$ cat src/rtl/vga_rx_monitor.sv
// rtl/vga_rx_monitor.sv - VGA receive-side timing, checksum and probe monitor
// Optional frame statistics counters are built when VGA_MON_STATS_EN is defined.
module vga_rx_monitor #(
  parameter int   H_TOTAL  = 800,
  parameter int   H_ACTIVE = 640,
  parameter int   V_TOTAL  = 525,
  parameter int   V_ACTIVE = 480,
  parameter logic HS_POL   = 1'b0,
  parameter logic VS_POL   = 1'b0
) (
  input  logic        CLOCK_50,
  input  logic        SW,
  input  logic        VGA_CLK,
  input  logic        VGA_HS,
  input  logic        VGA_VS,
  input  logic        VGA_BLANK_N,
  input  logic [7:0]  VGA_R,
  input  logic [7:0]  VGA_G,
  input  logic [7:0]  VGA_B,
  input  logic [9:0]  PROBE_X,
  input  logic [9:0]  PROBE_Y,
  output logic        locked,
  output logic        frame_done,
  output logic [11:0] h_total_meas,
  output logic [11:0] v_total_meas,
  output logic        err_htotal,
  output logic        err_hactive,
  output logic        err_vtotal,
  output logic        err_vactive,
  output logic [23:0] frame_sum,
  output logic [23:0] probe_rgb,
  output logic [15:0] frame_cnt,
  output logic [15:0] err_frame_cnt
);

  localparam logic [1:0]  ST_SEARCH  = 2'd0;
  localparam logic [1:0]  ST_MEASURE = 2'd1;
  localparam logic [1:0]  ST_LOCKED  = 2'd2;
  localparam logic [11:0] CNT_MAX    = 12'hFFF;
  localparam logic [11:0] H_TOTAL_W  = 12'(H_TOTAL);
  localparam logic [11:0] H_ACTIVE_W = 12'(H_ACTIVE);
  localparam logic [11:0] V_TOTAL_W  = 12'(V_TOTAL);
  localparam logic [11:0] V_ACTIVE_W = 12'(V_ACTIVE);

  function automatic logic [11:0] sat_inc(input logic [11:0] v);
    return (v == CNT_MAX) ? v : v + 12'd1;
  endfunction

  // Input stage is a plain pipeline; leaving it out of reset avoids a false strobe on release.
  logic        s1_clk, s2_clk, s1_hs, s1_vs, s1_blank_n;
  logic [23:0] s1_rgb;

  always_ff @(posedge CLOCK_50) begin
    s1_clk     <= VGA_CLK;
    s2_clk     <= s1_clk;
    s1_hs      <= VGA_HS;
    s1_vs      <= VGA_VS;
    s1_blank_n <= VGA_BLANK_N;
    s1_rgb     <= {VGA_R, VGA_G, VGA_B};
  end

  logic [1:0]  state;
  logic        hs_a_prev, vs_a_prev, frame_err;
  logic [11:0] hcnt, acnt, lcnt, aline;
  logic [23:0] sum, shadow;

  logic        pstb, hs_a, vs_a, hs_edge, vs_edge, checking;
  logic        h_bad, a_bad, v_bad, va_bad, line_err, frame_bad, probe_hit;
  logic [11:0] lcnt_eff, aline_eff;

  assign pstb     = s1_clk & ~s2_clk;
  assign hs_a     = (s1_hs == HS_POL);
  assign vs_a     = (s1_vs == VS_POL);
  assign hs_edge  = pstb & hs_a & ~hs_a_prev;
  assign vs_edge  = pstb & vs_a & ~vs_a_prev;
  assign checking = (state != ST_SEARCH);
  assign locked   = (state == ST_LOCKED);

  // Line-end is applied before frame-end, so frame checks see the final line counted.
  assign lcnt_eff  = hs_edge ? sat_inc(lcnt) : lcnt;
  assign aline_eff = (hs_edge && acnt != 12'd0) ? sat_inc(aline) : aline;

  assign h_bad     = (hcnt != H_TOTAL_W) | (hcnt == CNT_MAX);
  assign a_bad     = (acnt != 12'd0) & ((acnt != H_ACTIVE_W) | (acnt == CNT_MAX));
  assign v_bad     = (lcnt_eff != V_TOTAL_W) | (lcnt_eff == CNT_MAX);
  assign va_bad    = (aline_eff != V_ACTIVE_W) | (aline_eff == CNT_MAX);
  assign line_err  = hs_edge & (h_bad | a_bad);
  assign frame_bad = frame_err | line_err | v_bad | va_bad;
  assign probe_hit = s1_blank_n & (acnt == {2'b00, PROBE_X}) & (aline == {2'b00, PROBE_Y});

  always_ff @(posedge CLOCK_50) begin
    if (SW) begin
      state        <= ST_SEARCH;
      hs_a_prev    <= 1'b0;
      vs_a_prev    <= 1'b0;
      frame_err    <= 1'b0;
      hcnt         <= 12'd0;
      acnt         <= 12'd0;
      lcnt         <= 12'd0;
      aline        <= 12'd0;
      sum          <= 24'd0;
      shadow       <= 24'd0;
      frame_done   <= 1'b0;
      h_total_meas <= 12'd0;
      v_total_meas <= 12'd0;
      err_htotal   <= 1'b0;
      err_hactive  <= 1'b0;
      err_vtotal   <= 1'b0;
      err_vactive  <= 1'b0;
      frame_sum    <= 24'd0;
      probe_rgb    <= 24'd0;
    end else begin
      frame_done <= 1'b0;
      if (pstb) begin
        hs_a_prev <= hs_a;
        vs_a_prev <= vs_a;
        if (s1_blank_n) sum <= sum + s1_rgb;
        if (probe_hit) shadow <= s1_rgb;
        if (hs_edge) begin
          h_total_meas <= hcnt;
          hcnt         <= 12'd1;
          acnt         <= 12'd0;
          lcnt         <= lcnt_eff;
          aline        <= aline_eff;
          if (checking && h_bad) err_htotal  <= 1'b1;
          if (checking && a_bad) err_hactive <= 1'b1;
          if (checking && line_err) frame_err <= 1'b1;
        end else begin
          hcnt <= sat_inc(hcnt);
          if (s1_blank_n) acnt <= sat_inc(acnt);
        end
        if (vs_edge) begin
          v_total_meas <= lcnt_eff;
          frame_sum    <= sum;
          probe_rgb    <= shadow;
          sum          <= s1_blank_n ? s1_rgb : 24'd0;
          lcnt         <= 12'd0;
          aline        <= 12'd0;
          frame_err    <= 1'b0;
          if (checking && v_bad)  err_vtotal  <= 1'b1;
          if (checking && va_bad) err_vactive <= 1'b1;
          case (state)
            ST_SEARCH: state <= ST_MEASURE;
            ST_MEASURE: begin
              frame_done <= 1'b1;
              if (!frame_bad) state <= ST_LOCKED;
            end
            ST_LOCKED: begin
              frame_done <= 1'b1;
              if (frame_bad) state <= ST_MEASURE;
            end
            default: state <= ST_SEARCH;
          endcase
        end
      end
    end
  end

`ifdef VGA_MON_STATS_EN
  always_ff @(posedge CLOCK_50) begin
    if (SW) begin
      frame_cnt     <= 16'd0;
      err_frame_cnt <= 16'd0;
    end else if (vs_edge && checking) begin
      frame_cnt <= frame_cnt + 16'd1;
      if (frame_bad) err_frame_cnt <= err_frame_cnt + 16'd1;
    end
  end
`else
  assign frame_cnt     = 16'd0;
  assign err_frame_cnt = 16'd0;
`endif

endmodule

$ cat config.mk
export PLATFORM = sky130hd
export DESIGN_NAME = vga_rx_monitor
export DESIGN_NICKNAME = d
export VERILOG_FILES = /design/src/rtl/vga_rx_monitor.sv
export SDC_FILE = /design/constraint.sdc
export NUM_CORES = 1
export LEC_CHECK = 0
export BUFFER_PORTS_ARGS = -buffer_cell sky130_fd_sc_hd__buf_2
export CORE_UTILIZATION = 61
export DETAILED_ROUTE_END_ITERATION = 12
export GPL_ROUTABILITY_DRIVEN = 0
export PLACE_DENSITY = 0.83
export SETUP_SLACK_MARGIN = 0.4
export SYNTH_ARGS = -nofsm -noshare
export SYNTH_HDL_FRONTEND = slang
export SYNTH_SLANG_ARGS = --single-unit
export TNS_END_PERCENT = 1
$ cat constraint.sdc
create_clock -name CLOCK_50 -period 6 [get_ports CLOCK_50]
set_input_delay 0.9 -clock CLOCK_50 [delete_from_list [all_inputs] [get_ports CLOCK_50]]
set_output_delay 0.9 -clock CLOCK_50 [all_outputs]
set_load 0.005 [all_outputs]
# Yosys cells after proc, flatten, opt, wreduce, memory -nomap -nowiden
# Cells that the tools add are included.
# word_totals
regBits	207
# classes
n_eq_ne	18
muxes	23
add_sub_neg	5
n_reduce_logical	28
n_bitwise	24
# ops
operator	count
2-to-1 mux 12 bit	13
equality test 12 bit (second input constant)	6
2-to-1 mux 24 bit	3
adder 12 x 1 -> 12 bit (second input constant)	4
!= test 12 x 10 -> 1 bit (second input constant)	3
adder 24 bit	1
equality test 12 x 10 -> 1 bit	2
AND reduction 3 bit	6
!= test 12 x 9 -> 1 bit (second input constant)	1
AND reduction 2 bit	6
nonzero test 12 bit	1
nonzero test 2 bit	5
bitwise AND 1 bit	9
bitwise OR 1 bit	8
NOT 1 bit	7
logical AND 1 bit	6
!= test 2 bit (second input constant)	3
one-hot mux 2 bit (3 select lines)	1
2-to-1 mux 1 bit	4
2-to-1 mux 2 bit	2
AND reduction 4 bit	1
OR reduction 3 bit	1
equality test 2 x 1 -> 1 bit (second input constant)	1
equality test 2 bit (second input constant)	1
other kinds (3)	3

# Depth between registers and ports, before layout
# logic_depth
ltp_word	11
mapped_depth	10
depth_no_buf	10

# Worst setup path before layout
# OpenSTA, ideal clock, no wires.
# synth_path
kind	register to register
start	register acnt[0]
end	register state[0]
setup_ns	0.112
arrival_time_ns	3.039
required_ns	5.888
path_stages_with_launch	11
path_buffers	0
path_slack_ns	2.849
path_cell_list	dfxtp_1 -> inv_1 -> ha_1 -> or4b_4 -> o41a_4 -> nand3_1 -> mux2_1 -> a211oi_2 -> nand4_2 -> mux2_4 -> a2111oi_1
# synth_via
elab_chain_len	10
word_cells_on_any_way	18
cone_classes	eq/ne (6); mux (1); bitwise (8); reduce/logical (3)
# synth_rtl
item	line	rtl
start, declared	64	logic [11:0] hcnt, acnt, lcnt, aline;
start signal, assigned	130	if (s1_blank_n) acnt <= sat_inc(acnt);
!= test 12 x 10 -> 1 bit or equality test 12 bit (tied branches)	84	assign a_bad = (acnt != 12'd0) & ((acnt != H_ACTIVE_W) | (acnt == CNT_MAX));
bitwise OR 1 bit	84	
bitwise AND 1 bit	84	
bitwise OR 1 bit	87	assign line_err = hs_edge & (h_bad | a_bad);
bitwise AND 1 bit	87	
bitwise OR 1 bit (2 in series)	88	assign frame_bad = frame_err | line_err | v_bad | va_bad;
bitwise OR 1 bit *	88	
!= test 2 bit (no line) or != test 2 x 1 -> 1 bit (tied branches)	-	
AND reduction 4 bit (no line) *	-	
end signal, assigned	93	state <= ST_SEARCH;
end signal, assigned	143	ST_SEARCH: state <= ST_MEASURE;
end signal, assigned	146	if (!frame_bad) state <= ST_LOCKED;
end, declared	62	logic [1:0] state;
# Every way passes the cells marked *; elsewhere a longest branch is shown, timed or not.
# A chain may end at the register's enable or synchronous reset.

# Final worst setup path
# layout_path
start	register s1_clk
end	register state[0]
# layout_via
elab_chain_len	10
word_cells_on_any_way	21
cone_classes	eq/ne (6); mux (2); bitwise (11); reduce/logical (2)
# layout_rtl
item	line	rtl
start, declared	50	logic s1_clk, s2_clk, s1_hs, s1_vs, s1_blank_n;
start signal, assigned	54	s1_clk <= VGA_CLK;
bitwise AND 1 bit *	71	assign pstb = s1_clk & ~s2_clk;
bitwise AND 1 bit (2 in series)	74	assign hs_edge = pstb & hs_a & ~hs_a_prev;
2-to-1 mux 12 bit or logical AND 1 bit (tied branches)	80, 81	
!= test 12 x 10 -> 1 bit (tied with other cells)	85	assign v_bad = (lcnt_eff != V_TOTAL_W) | (lcnt_eff == CNT_MAX);
bitwise OR 1 bit (tied with other cells)	85	
bitwise OR 1 bit (on tied branches)	88, 86	
bitwise OR 1 bit	88	
!= test 2 bit (no line) or != test 2 x 1 -> 1 bit (tied branches)	-	
AND reduction 4 bit (no line) *	-	
# Marks and branches as above.

==> metrics.txt <==
Total Power=3.100 mW; worst min-delay path category=register to register; Initial Util=0.6277; fin nets=1,318; Critical Path End Type=register; minimum clock period after layout=3.692 ns; # rows=45; crit path launch type=register; RSZ-0062 raised after global routing=false; gr ovfl total=0; dominant cell type by area after synthesis=dfxtp_1; Final Hold Viols=0; PwrDens=281.9 mW/mm2; maximum capacitance violations=0; Die X=127.5 um; Max-Slew Margin vs Limit=0.1965; final setup margin=2.308 ns; Mapped Cells=1,138; synthesized area=0.009613 mm2; first-pass GRT wire length=35.78 mm; Setup TNS=0 ns; hold_sp=s1_clk; worst r2r src=s1_clk; worst skew pair latency=0.49 ns; CP max stage cell=nor4b_2; chip height=127.5 um; Setup WS pre-CTS=2.467 ns; Max Fclk=0.2709 GHz; count of different cell masters after synthesis=74; CP Data Arrival Time=4.05 ns; vias in the first global route=7,586; Worst-path clk slew=0.06 ns; P&R area growth vs syn=14.40%; FF+latch area=0.004144 mm2; crit path from=s1_clk; Seq/Total Area, Yosys=0.4311; share of cells above drive strength 1=0.1498; CTS tree=done; 1st-iter DRT viols=517; most frequent cell after synthesis=dfxtp_1; Antenna Nets Post-Route=0; Via Count=8,195; Final Instance Area=0.01100 mm2; via/cell ratio=5.617; Synth Register Bits=207; drt total wl=21.48 mm; Main synth FF type=dfxtp_1; outcome=complete, no violations; CP max FO=12; Worst-Margin Slew=1.193 ns; synth warn=0; Post-synth top cells=207 x dfxtp_1, 182 x nand2_1, 129 x nor2_1, 112 x a21oi_1, 51 x clkbuf_1; DP Wirelength=14.49 mm; average size of a mapped cell=8.447 um2; Placed Area=0.01023 mm2; overall routing resource usage=0.2665; Fillers=1,206; pin count of the biggest net entering global routing=86; H-Tree Depth=1; DRT Pass-1 Iters=5; max-slew violations=0; footprint of the multi-input gates=0.005090 mm2; final setup vio count=0; Max VDD drop=255.6 uV; core area=0.01531 mm2; WP data required=6.36 ns; Synth async-reset ratio=0; Clock Path Buffers=3; CP max stage delay=0.89 ns; # hold bufs at CTS=0; Post-CTS Setup Bufs=0; Root Driver=clkbuf_16; kind of critical path=register to register; main area contributors after synthesis=dfxtp_1 43%, nand2_1 7.1%, a21oi_1 5.8%, nor2_1 5.0%, xnor2_1 4.5%; EDFF count, synth=0; worst-path cell chain=nor4b_2 -> buf_4 -> o41a_4 -> nand3_2 -> or4_1 -> a211oi_2 -> nand4_2 -> mux2_4 -> a2111oi_1; total CTS buffers=21; Die ar.=0.01627 mm2; clk sinks=207; n_diodes=0; antenna violations before repair=1; DR WL/cell=14.72 um; Layout Skew=0.01419 ns; period utilization=0.6153; CTS-repair resized insts=0; Ports=160; drt drc=0; WHS=0.4236 ns; # port buffers=127; Pleak=4.548 nW; Yosys top cell area share=0.4311
-- flip-flops by register name, summed over array words and instances (netlist names), 2 cells and up --
signal	count
hcnt	12
acnt	12
h_total_meas	12
v_total_meas	12
probe_rgb	24
aline	12
s1_rgb	24
frame_sum	24
shadow	24
state	2
sum	24
lcnt	12
-- worst paths after layout --
kind | end | cells past startpoint | slack, ns
max | state[0] | 9 | 2.31
max reg2reg | state[0] | 9 | 2.31
min | s2_clk | 0 | 0.42
min reg2reg | s2_clk | 0 | 0.42
-- power by group --
group	total, mW	switching, mW	internal (mW)
Clock	1.44	0.526	0.918
Sequential	1.43	0.0270	1.40
Combinational	0.228	0.139	0.0882
-- layer usage --
layer	vias to the layer above	track usage	share of wire
met5	-	0	0.00061
met4	2	0.09244	0.026
met3	43	0.03894	0.054
met2	259	0.4253	0.46
met1	3805	0.3691	0.46
li1	4086	-	-
-- cell families (layout without fill, tap and decap cells) --
| group | Yosys count | in the layout | share of synthesized area |
|---|---|---|---|
| muxes | 38 | 38 | 0.04035 |
| buffers and inverters | 102 | 181 | 0.05323 |
| and+or+nand+nor | 454 | 454 | 0.2159 |
| AOI/OAI and AO/OA | 233 | 233 | 0.1515 |
| xor gates and xnor gates | 70 | 70 | 0.06378 |
| other | 1 | 32 | 0.0003901 |
| DFF | 207 | 207 | 0.4311 |
| adders and majority gates | 33 | 33 | 0.04373 |
-- final cells by class --
class,instances,area share
inverter,12,0.004096
sequential,207,0.3768
clock inverter,8,0.01536
timing repair buffer,133,0.06212
tap,211,0.02401
clock buffer,28,0.05473
multi-input combinational,860,0.4629
-- critical path, delay by kind of cell (launching register included) --
family / cells / cell delay [ns]
multiplexers: 1 / 0.33
buffers and inverters: 1 / 0.32
AO/OA/AOI/OAI: 3 / 0.93
AND/OR/NAND/NOR: 4 / 1.58
flip-flops: 1 / 0.41
-- placed cells by master (no fill, tap or decap), types with 4 or more instances in the layout --
master | synthesis | final
nand4_1 | 20 | 20
nand2b_1 | 8 | 8
nand2_1 | 182 | 181
and4_1 | 9 | 9
xor2_1 | 21 | 21
nor2b_1 | 5 | 5
inv_1 | 12 | 12
conb_1 | 1 | 32
a21oi_1 | 112 | 112
o21bai_1 | 4 | 4
nand3_1 | 32 | 32
a21o_1 | 10 | 10
buf_4 | 32 | 7
buf_2 | 1 | 126
bufinv_16 | 0 | 5
ha_1 | 32 | 32
o21a_1 | 6 | 6
a211oi_1 | 21 | 21
o21ai_0 | 35 | 35
clkbuf_8 | 0 | 5
nor3_1 | 14 | 14
a221oi_1 | 7 | 7
nor2_1 | 129 | 128
clkbuf_16 | 0 | 21
and2_1 | 8 | 8
and3_1 | 10 | 10
nor4_1 | 7 | 7
or3_1 | 6 | 6
mux2i_1 | 35 | 35
dfxtp_1 | 207 | 207
nor3b_1 | 6 | 6
xnor2_1 | 49 | 49
-- through the flow --
stage / util / cells
after floorplan: - / 1169
after global placement: 0.6677 / 1423
final: 0.7181 / 1459
after detailed placement: 0.6677 / 1423
after CTS: 0.7181 / 1459
after global routing: 0.7181 / 1459
No activity file was read; power rests on OpenSTA's default activity.
